## src/rtl/mult_pkg.sv

```systemverilog
// Shared types and defaults for the sequential shift-add multiplier.
package mult_pkg;

  typedef enum logic [1:0] {
    MULT_IDLE,
    MULT_BUSY,
    MULT_FIX,
    MULT_DONE
  } mult_state_t;

  localparam int MULT_WIDTH_DEF = 32;

endpackage

```

## src/rtl/mult_negate.sv

```systemverilog
// Combinational conditional two's-complement negate: o_out = i_neg ? -i_in : i_in.
module mult_negate #(
  parameter int N = 32
) (
  input  logic [N-1:0] i_in,
  input  logic         i_neg,
  output logic [N-1:0] o_out
);

  assign o_out = i_neg ? (~i_in + N'(1)) : i_in;

endmodule

```

## src/rtl/seq_multiplier.sv

```systemverilog
// Multi-cycle shift-add multiplier producing a 2*WIDTH-bit signed/unsigned product.
// Optional build macro MULT_EARLY_TERM_EN: leave BUSY as soon as the remaining multiplier bits are zero.
module seq_multiplier
  import mult_pkg::*;
#(
  parameter int WIDTH          = MULT_WIDTH_DEF,
  parameter int BITS_PER_CYCLE = 1
) (
  input  logic             clk,
  input  logic             resetN,
  input  logic             inpStart,
  input  logic             inpSigned,
  input  logic [WIDTH-1:0] inpMultA,
  input  logic [WIDTH-1:0] inpMultB,
  output logic [WIDTH-1:0] outMultHi,
  output logic [WIDTH-1:0] outMultLo,
  output logic             outBusy,
  output logic             outDone
);

  localparam int PW    = 2 * WIDTH;
  localparam int ITERS = WIDTH / BITS_PER_CYCLE;
  localparam int CNT_W = $clog2(ITERS + 1);
  localparam logic [CNT_W-1:0] ITERS_CNT = CNT_W'(ITERS);

  if (!((BITS_PER_CYCLE == 1) || (BITS_PER_CYCLE == 2) || (BITS_PER_CYCLE == 4)) ||
      ((WIDTH % BITS_PER_CYCLE) != 0)) begin : g_bad_cfg
    $error("seq_multiplier: BITS_PER_CYCLE must be 1, 2 or 4 and divide WIDTH");
  end

  mult_state_t      r_state;
  logic [PW-1:0]    r_acc;
  logic [PW-1:0]    r_mcand;
  logic [WIDTH-1:0] r_mplier;
  logic [CNT_W-1:0] r_iter_cnt;
  logic             r_neg;
  logic [WIDTH-1:0] r_hi;
  logic [WIDTH-1:0] r_lo;
  logic             r_busy;
  logic             r_done;

  logic [WIDTH-1:0] w_abs_a;
  logic [WIDTH-1:0] w_abs_b;
  logic [PW-1:0]    w_result;
  logic [PW-1:0]    w_pp_terms [BITS_PER_CYCLE];
  logic [PW-1:0]    w_pp_sum;
  logic [WIDTH-1:0] w_mplier_next;
  logic             w_last;

  mult_negate #(.N(WIDTH)) u_neg_a (
    .i_in  (inpMultA),
    .i_neg (inpSigned & inpMultA[WIDTH-1]),
    .o_out (w_abs_a)
  );

  mult_negate #(.N(WIDTH)) u_neg_b (
    .i_in  (inpMultB),
    .i_neg (inpSigned & inpMultB[WIDTH-1]),
    .o_out (w_abs_b)
  );

  mult_negate #(.N(PW)) u_neg_p (
    .i_in  (r_acc),
    .i_neg (r_neg),
    .o_out (w_result)
  );

  // One shifted copy of the multiplicand per multiplier bit retired this cycle.
  for (genvar gi = 0; gi < BITS_PER_CYCLE; gi++) begin : g_pp
    assign w_pp_terms[gi] = r_mplier[gi] ? (r_mcand << gi) : '0;
  end

  always_comb begin
    w_pp_sum = '0;
    for (int i = 0; i < BITS_PER_CYCLE; i++) begin
      w_pp_sum = w_pp_sum + w_pp_terms[i];
    end
  end

  assign w_mplier_next = r_mplier >> BITS_PER_CYCLE;

`ifdef MULT_EARLY_TERM_EN
  assign w_last = (r_iter_cnt == CNT_W'(1)) || (w_mplier_next == '0);
`else
  assign w_last = (r_iter_cnt == CNT_W'(1));
`endif

  always_ff @(posedge clk or negedge resetN) begin
    if (!resetN) begin
      r_state    <= MULT_IDLE;
      r_acc      <= '0;
      r_mcand    <= '0;
      r_mplier   <= '0;
      r_iter_cnt <= '0;
      r_neg      <= 1'b0;
      r_hi       <= '0;
      r_lo       <= '0;
      r_busy     <= 1'b0;
      r_done     <= 1'b0;
    end else begin
      r_done <= 1'b0;
      case (r_state)
        MULT_IDLE: begin
          if (inpStart) begin
            r_neg      <= inpSigned & (inpMultA[WIDTH-1] ^ inpMultB[WIDTH-1]);
            r_acc      <= '0;
            r_mcand    <= {{WIDTH{1'b0}}, w_abs_a};
            r_mplier   <= w_abs_b;
            r_iter_cnt <= ITERS_CNT;
            r_busy     <= 1'b1;
            r_state    <= MULT_BUSY;
          end
        end
        MULT_BUSY: begin
          r_acc      <= r_acc + w_pp_sum;
          r_mcand    <= r_mcand << BITS_PER_CYCLE;
          r_mplier   <= w_mplier_next;
          r_iter_cnt <= r_iter_cnt - CNT_W'(1);
          if (w_last) begin
            r_state <= MULT_FIX;
          end
        end
        MULT_FIX: begin
          r_hi    <= w_result[PW-1:WIDTH];
          r_lo    <= w_result[WIDTH-1:0];
          r_busy  <= 1'b0;
          r_done  <= 1'b1;
          r_state <= MULT_DONE;
        end
        MULT_DONE: begin
          r_state <= MULT_IDLE;
        end
        default: begin
          r_state <= MULT_IDLE;
        end
      endcase
    end
  end

  assign outMultHi = r_hi;
  assign outMultLo = r_lo;
  assign outBusy   = r_busy;
  assign outDone   = r_done;

endmodule

```

## config.mk

```make
export PLATFORM = sky130hd
export DESIGN_NAME = seq_multiplier
export DESIGN_NICKNAME = d
export VERILOG_FILES = /design/src/rtl/mult_pkg.sv /design/src/rtl/mult_negate.sv /design/src/rtl/seq_multiplier.sv
export SDC_FILE = /design/constraint.sdc
export NUM_CORES = 1
export LEC_CHECK = 0
export CAP_MARGIN = 20
export CORE_ASPECT_RATIO = 1.2
export CORE_MARGIN = 2
export CORE_UTILIZATION = 54
export CTS_BUF_LIST = sky130_fd_sc_hd__clkbuf_16
export CTS_CLUSTER_SIZE = 30
export DETAILED_ROUTE_END_ITERATION = 16
export PLACE_DENSITY = 0.78
export SYNTH_ARGS = -nofsm -noshare
export SYNTH_HDL_FRONTEND = slang
export SYNTH_SLANG_ARGS = --single-unit
```

## constraint.sdc

```tcl
create_clock -name clk -period 4 [get_ports clk]
set_clock_uncertainty 0.15 [all_clocks]
set_input_delay 1.2 -clock clk [delete_from_list [all_inputs] [get_ports clk]]
set_output_delay 1.2 -clock clk [all_outputs]
set_load 0.02 [all_outputs]
```

=== After elaboration in Yosys (flattened, before gate mapping) ===
Cells that the tools add are included.
W data, S select, Z words.

* Flip-flop bits (word level): 235
* Input port bits: 68
* Output and inout bits: 66
* Logic and storage cells: 53

* Add/subtract/negate cells: 5
* Eq/ne operators: 6
* Muxes and demuxes: 18
* Bitwise operators: 7
* Reductions and logical operators: 7

{| class="wikitable"
|+ Operators by type and width
! cell !! number
|-
| $mux W64 || 4
|-
| $pmux W64 S2 || 2
|-
| $mux W32 || 3
|-
| $add A32 B1 Y32 const B || 2
|-
| $add A64 B1 Y64 const B || 1
|-
| $add A64 B64 Y64 || 1
|-
| $not A32 Y32 || 2
|-
| $not A64 Y64 || 1
|-
| $pmux W32 S2 || 1
|-
| $pmux W6 S2 || 1
|-
| $pmux W2 S4 || 1
|-
| $reduce_and A2 Y1 || 4
|-
| $eq A6 B1 Y1 const B || 1
|-
| $mux W6 || 1
|-
| $sub A6 B1 Y6 const B || 1
|-
| $eq A2 B2 Y1 const B || 2
|-
| $mux W2 || 2
|-
| $ne A2 B2 Y1 const B || 2
|-
| $reduce_bool A2 Y1 || 2
|-
| $and A1 B1 Y1 || 3
|-
| $eq A2 B1 Y1 const B || 1
|-
| $logic_not A2 Y1 || 1
|-
| $mux W1 || 2
|-
| $pmux W1 S2 || 1
|-
| $xor A1 B1 Y1 || 1
|}

=== Longest topological paths before layout ===
* Word-level depth: 5
* Gate-level depth with buffers: 16
* Gate-level depth less buffers: 14

=== Modules after synthesis ===
Synthesis repeated with hierarchy kept, for this count alone.

* Cell total of the unflattened synthesis: 1782
* Area, all modules: 16567.1 um2

{| class="wikitable"
|+ By module, submodules not included
! module !! times used !! cells each !! area each (um2) !! sequential area each (um2)
|-
| seq_multiplier || 1 || 1378 || 13364.1 || 5880.6
|-
| mult_negate at u_neg_p || 1 || 206 || 1649.1 || 0.0
|-
| mult_negate at u_neg_a ... || 2 || 99 || 777.0 || 0.0
|}

=== Worst setup path after synthesis ===
Ideal clock, no wire load.

* Kind: reg2reg
* From: reg r_acc[6]
* To: reg r_hi[22] (netlist: outMultHi[22])
* Setup time: 0.137 ns
* Arrival: 3.999 ns
* Data required time: 3.713 ns
* Slack: -0.286 ns
* Cell stages (with the launch flop): 12
* Buffers on the path: 1
* Clock period less this slack: 4.286 ns
* Cells stage by stage: dfrtp_1 > or4_4 > or3_4 > or3_4 > or3_1 > buf_2 > or4_4 > or4_4 > or4_4 > o31ai_2 > xor2_1 > a21oi_1

* Word-level cells in the longest chain between the ends: 3

{| class="wikitable"
|+ RTL lines
! element !! RTL line !! source
|-
| start: declaration || seq_multiplier.sv:32 || <nowiki>logic [PW-1:0] r_acc;</nowiki>
|-
| start signal: assignment || seq_multiplier.sv:115 || <nowiki>r_acc <= r_acc + w_pp_sum;</nowiki>
|-
| $not A64 Y64 || mult_negate.sv:10 || <nowiki>assign o_out = i_neg ? (~i_in + N'(1)) : i_in;</nowiki>
|-
| $add A64 B1 Y64 || mult_negate.sv:10 ||
|-
| $mux W64 || mult_negate.sv:10 ||
|-
| end signal: assignment || seq_multiplier.sv:124 || <nowiki>r_hi <= w_result[PW-1:WIDTH];</nowiki>
|-
| end: declaration || seq_multiplier.sv:37 || <nowiki>logic [WIDTH-1:0] r_hi;</nowiki>
|}

No other way between the ends.
A chain may end at the register's enable or synchronous reset.

=== Final worst setup path ===
* From: reg r_acc[5]
* To: reg r_hi[20] (netlist: outMultHi[20])

Same word-level chain as after synthesis.

==> results.md <==
* Worst EP arrival at 4450 ps
* Clock sinks at 235
* DRC Markers at 0
* Vias at 14100
* Vias in the first global route at 13700
* Failing checks: negative setup slack
* Comb power frac at 53.5%
* FF+latch count, synth at 235
* Worst vdd ir at 0.416 mV
* Dpl hpwl at 30100 µm
* Hold slack at 327 ps
* Total number of placement rows at 67
* Asr flop ratio synth at 100%
* Synthesized area at 15500 µm²
* Synth top area share at 38.0%
* Initial antenna violation count at 0
* Clock Root Buffer: clkbuf_16
* Pin count of the biggest net entering global routing at 101
* Antenna cells at 0
* Area grow syn2layout at 21.5%
* Final Net Count at 2137
* Slew @ Worst Pin at 1080 ps
* Final slew viol count at 0
* Synth area leader: dfrtp_1
* CP required at 4230 ps
* Power Internal at 0.00753 W
* Max frequency at 0.237 GHz
* R2R depth at 11
* Ys flop type: dfrtp_1
* Leakage Power at 8.33 nW
* Synth area leaders: dfrtp_1 38%, xor2_1 7.2%, a21oi_1 6.4%, o21ai_0 5.8%, ha_1 5.7%
* I/O Buffers at 133
* Synth Net Count at 1955
* Psw at 0.00582 W
* Yosys cell types at 65
* PD cells at 709 nW/µm²
* Post-DRT Antenna Nets at 0
* Avg WL per Cell at 17.0 µm
* Clk slew on worst S/H paths at 60 ps
* All-Layer GR Usage at 27.4%
* CP startpoint kind: flop
* Mux cell area share after synthesis at 0.598%
* Width of the die at 159 µm
* First-pass GRT wire length at 67600 µm
* Critical path class: reg2reg
* Clock power frac at 16.3%
* Share of cells above drive strength 1 at 10.2%
* Fin. Hold Viols at 0
* Synth Warn # at 0
* Setup WS post-layout at -218 ps
* Max-Cap Viols at 0
* CTS tree: yes
* Final setup fails at 4
* Critical Path Fanout Max at 4
* RSZ-0062 raised after global routing: yes
* CTS Buf Count at 25
* Core area at 28100 µm²
* Maximum clock path buffer count at 3
* Share of the yosys chip area belonging to registers at 38.0%
* GPL Wtd Cong at 0.935
* Status: finished, violations left
* CP Capture Type: flop
* DR vias/cell at 5.87
* Simple-gate share of the synthesized area at 17.6%
* Final cell count without fillers at 2395
* Tmin final at 4220 ps
* Die Span Y at 190 µm
* Combinational family with the most area after synthesis: compound AO/OA/AOI/OAI gates
* Post-Syn Instances at 1815
* Placed cells at 2346
* Net Sw Frac at 43.6%
* Htree depth at 1
* Worst Hold Class: in2async
* Starting Density at 55.1%
* Drt total wl at 40800 µm
* Drt pass-1 iters at 5
* Relative slew slack at 28.3%
* DR iter-0 viols at 864
* IO Pins at 134
* Clock Latency Late Sink at 540 ps
* GRT overflow at 0
* Fraction of the mapped netlist area in adder cells at 5.87%
* Fill cell count at 2344
* Die ar. at 30100 µm²
* Sequential share of power at 30.2%
* Mean post-synth cell area at 8.53 µm²
* Post-synth EDFFs at 0
* Final period util at 105%
* Compound-Gate Fraction of Synth Area at 24.5%
* Post-synthesis xor/xnor area fraction at 10.2%
## metrics by stage
stage / total power [W] / util, % / setup slack [ps] / TNS (ps) / area [µm²]
2_1_floorplan: 0.00843 / - / -286 / -958 / 15500
3_3_place_gp: 0.0109 / 63.9 / -411 / -2000 / 17900
3_5_place_dp: 0.0111 / 63.9 / -417 / -2410 / 17900
4_1_cts: 0.0133 / 66.8 / -273 / -963 / 18700
5_1_grt: 0.0144 / 67.0 / -323 / -1200 / 18800
6_report: 0.0134 / 67.0 / -218 / -809 / 18800
## cell usage after synthesis (16+ instances only)
library cell,n
and2_1,68
a21o_1,39
xnor2_1,54
a22oi_1,20
o41ai_1,16
o21ai_0,180
or3_1,23
or4_1,16
dfrtp_1,235
inv_1,28
clkbuf_1,101
o31ai_1,32
a21oi_1,198
a22o_1,38
nand3_1,23
ha_1,71
nor3_1,20
nand2_1,180
nand4_1,27
nor2_1,148
nor4_1,18
xor2_1,127
o22ai_1,18
## power by group through the flow
stage                     logic (W)  clock network, W  registers [W]
after floorplan             0.00412                 0        0.00432
after global placement      0.00692                 0        0.00399
after detailed placement    0.00706                 0        0.00404
after CTS                   0.00712           0.00221        0.00401
after global routing        0.00792           0.00231        0.00414
final                       0.00714           0.00218        0.00403
## worst paths after layout
path                                          startpoint                   endpoint  slack [ps]
worst max-delay path                r_acc[5]$_DFFE_PN0P_  outMultHi[20]$_DFFE_PN0P_        -220
worst min-delay path                              resetN       r_acc[5]$_DFFE_PN0P_         330
worst max register to register      r_acc[5]$_DFFE_PN0P_  outMultHi[20]$_DFFE_PN0P_        -220
worst min register to register  r_mplier[31]$_DFFE_PN0P_   r_mplier[31]$_DFFE_PN0P_         330
max in group asynchronous                         resetN      r_acc[49]$_DFFE_PN0P_        2420
min in group clk                r_mplier[31]$_DFFE_PN0P_   r_mplier[31]$_DFFE_PN0P_         330
## cell usage in the layout (no fill, tap or decap), types with 8 or more instances in the layout
cell	netlist	layout
a31oi_1	10	10
a21oi_1	198	196
nor4_1	18	18
o31ai_1	32	32
a21o_1	39	39
or4_1	16	12
a22oi_1	20	20
o22ai_1	18	18
nor2b_1	11	11
o21a_1	11	10
inv_1	28	33
a22o_1	38	38
nand2_1	180	179
nand3_1	23	23
clkdlybuf4s50_1	0	132
o41ai_1	16	14
nand4_1	27	27
nor2_1	148	147
and2_1	68	68
or3_1	23	21
ha_1	71	70
nor3_1	20	20
or4_4	4	8
xor2_1	127	127
nand2b_1	11	11
buf_4	0	122
xnor2_1	54	54
clkbuf_16	0	25
o21bai_1	8	8
dfrtp_1	235	233
o21ai_0	180	176
## final cells by class
cell class / instances / area [µm²] / area share, %
repair buffers: 261 / 2370 / 12.6
well taps: 379 / 474 / 2.52
flip-flops and latches: 235 / 5880 / 31.3
multi-input cells: 1446 / 9230 / 49.1
inverters: 28 / 105 / 0.558
clock buffers: 25 / 626 / 3.32
clock inverters: 21 / 128 / 0.678
## worst max-delay path: stages, from the launching register on
cell and delay, ps:
dfrtp_1 390, or4_4 520, or3_4 400, or3_4 370
or3_4 370, or4_4 450, or4_4 450, or4_4 490
buf_4 170, nand2_2 60, xor2_1 150, a21oi_1 80
## routing by layer
metal  track usage, %  vias up  share of wire (%)
li1                 -     6920                  -
met4             7.48        0                2.5
met5                0        -                  0
met1             37.5     6682                 45
met2             45.9      381                 47
met3             3.32       67                5.5
## flip-flops by register name, indices dropped and copies added, names as in the netlist
| signal | cells |
|---|---|
| outMultLo | 32 |
| r_neg | 1 |
| outDone | 1 |
| r_mplier | 32 |
| outBusy | 1 |
| r_iter_cnt | 6 |
| r_state | 2 |
| r_mcand | 64 |
| outMultHi | 32 |
| r_acc | 64 |
## what timing repair did
item | 4_1_cts | 5_1_grt
setup endpoints to repair | 9 | 19
buffers inserted | 2 | 1
hold buffers | 0 | 0
pin swaps | 5 | 4
gates resized for setup | 6 | 19
## cell families (layout without fill, tap and decap cells)
group | after synthesis | after routing
DFF | 235 | 235
xor gates and xnor gates | 181 | 181
adders and majority gates | 72 | 72
muxes | 9 | 9
and+or+nand+nor | 565 | 565
AOI/OAI and AO/OA | 619 | 619
buffers and inverters | 134 | 335
(Power assumes the default switching activity.)
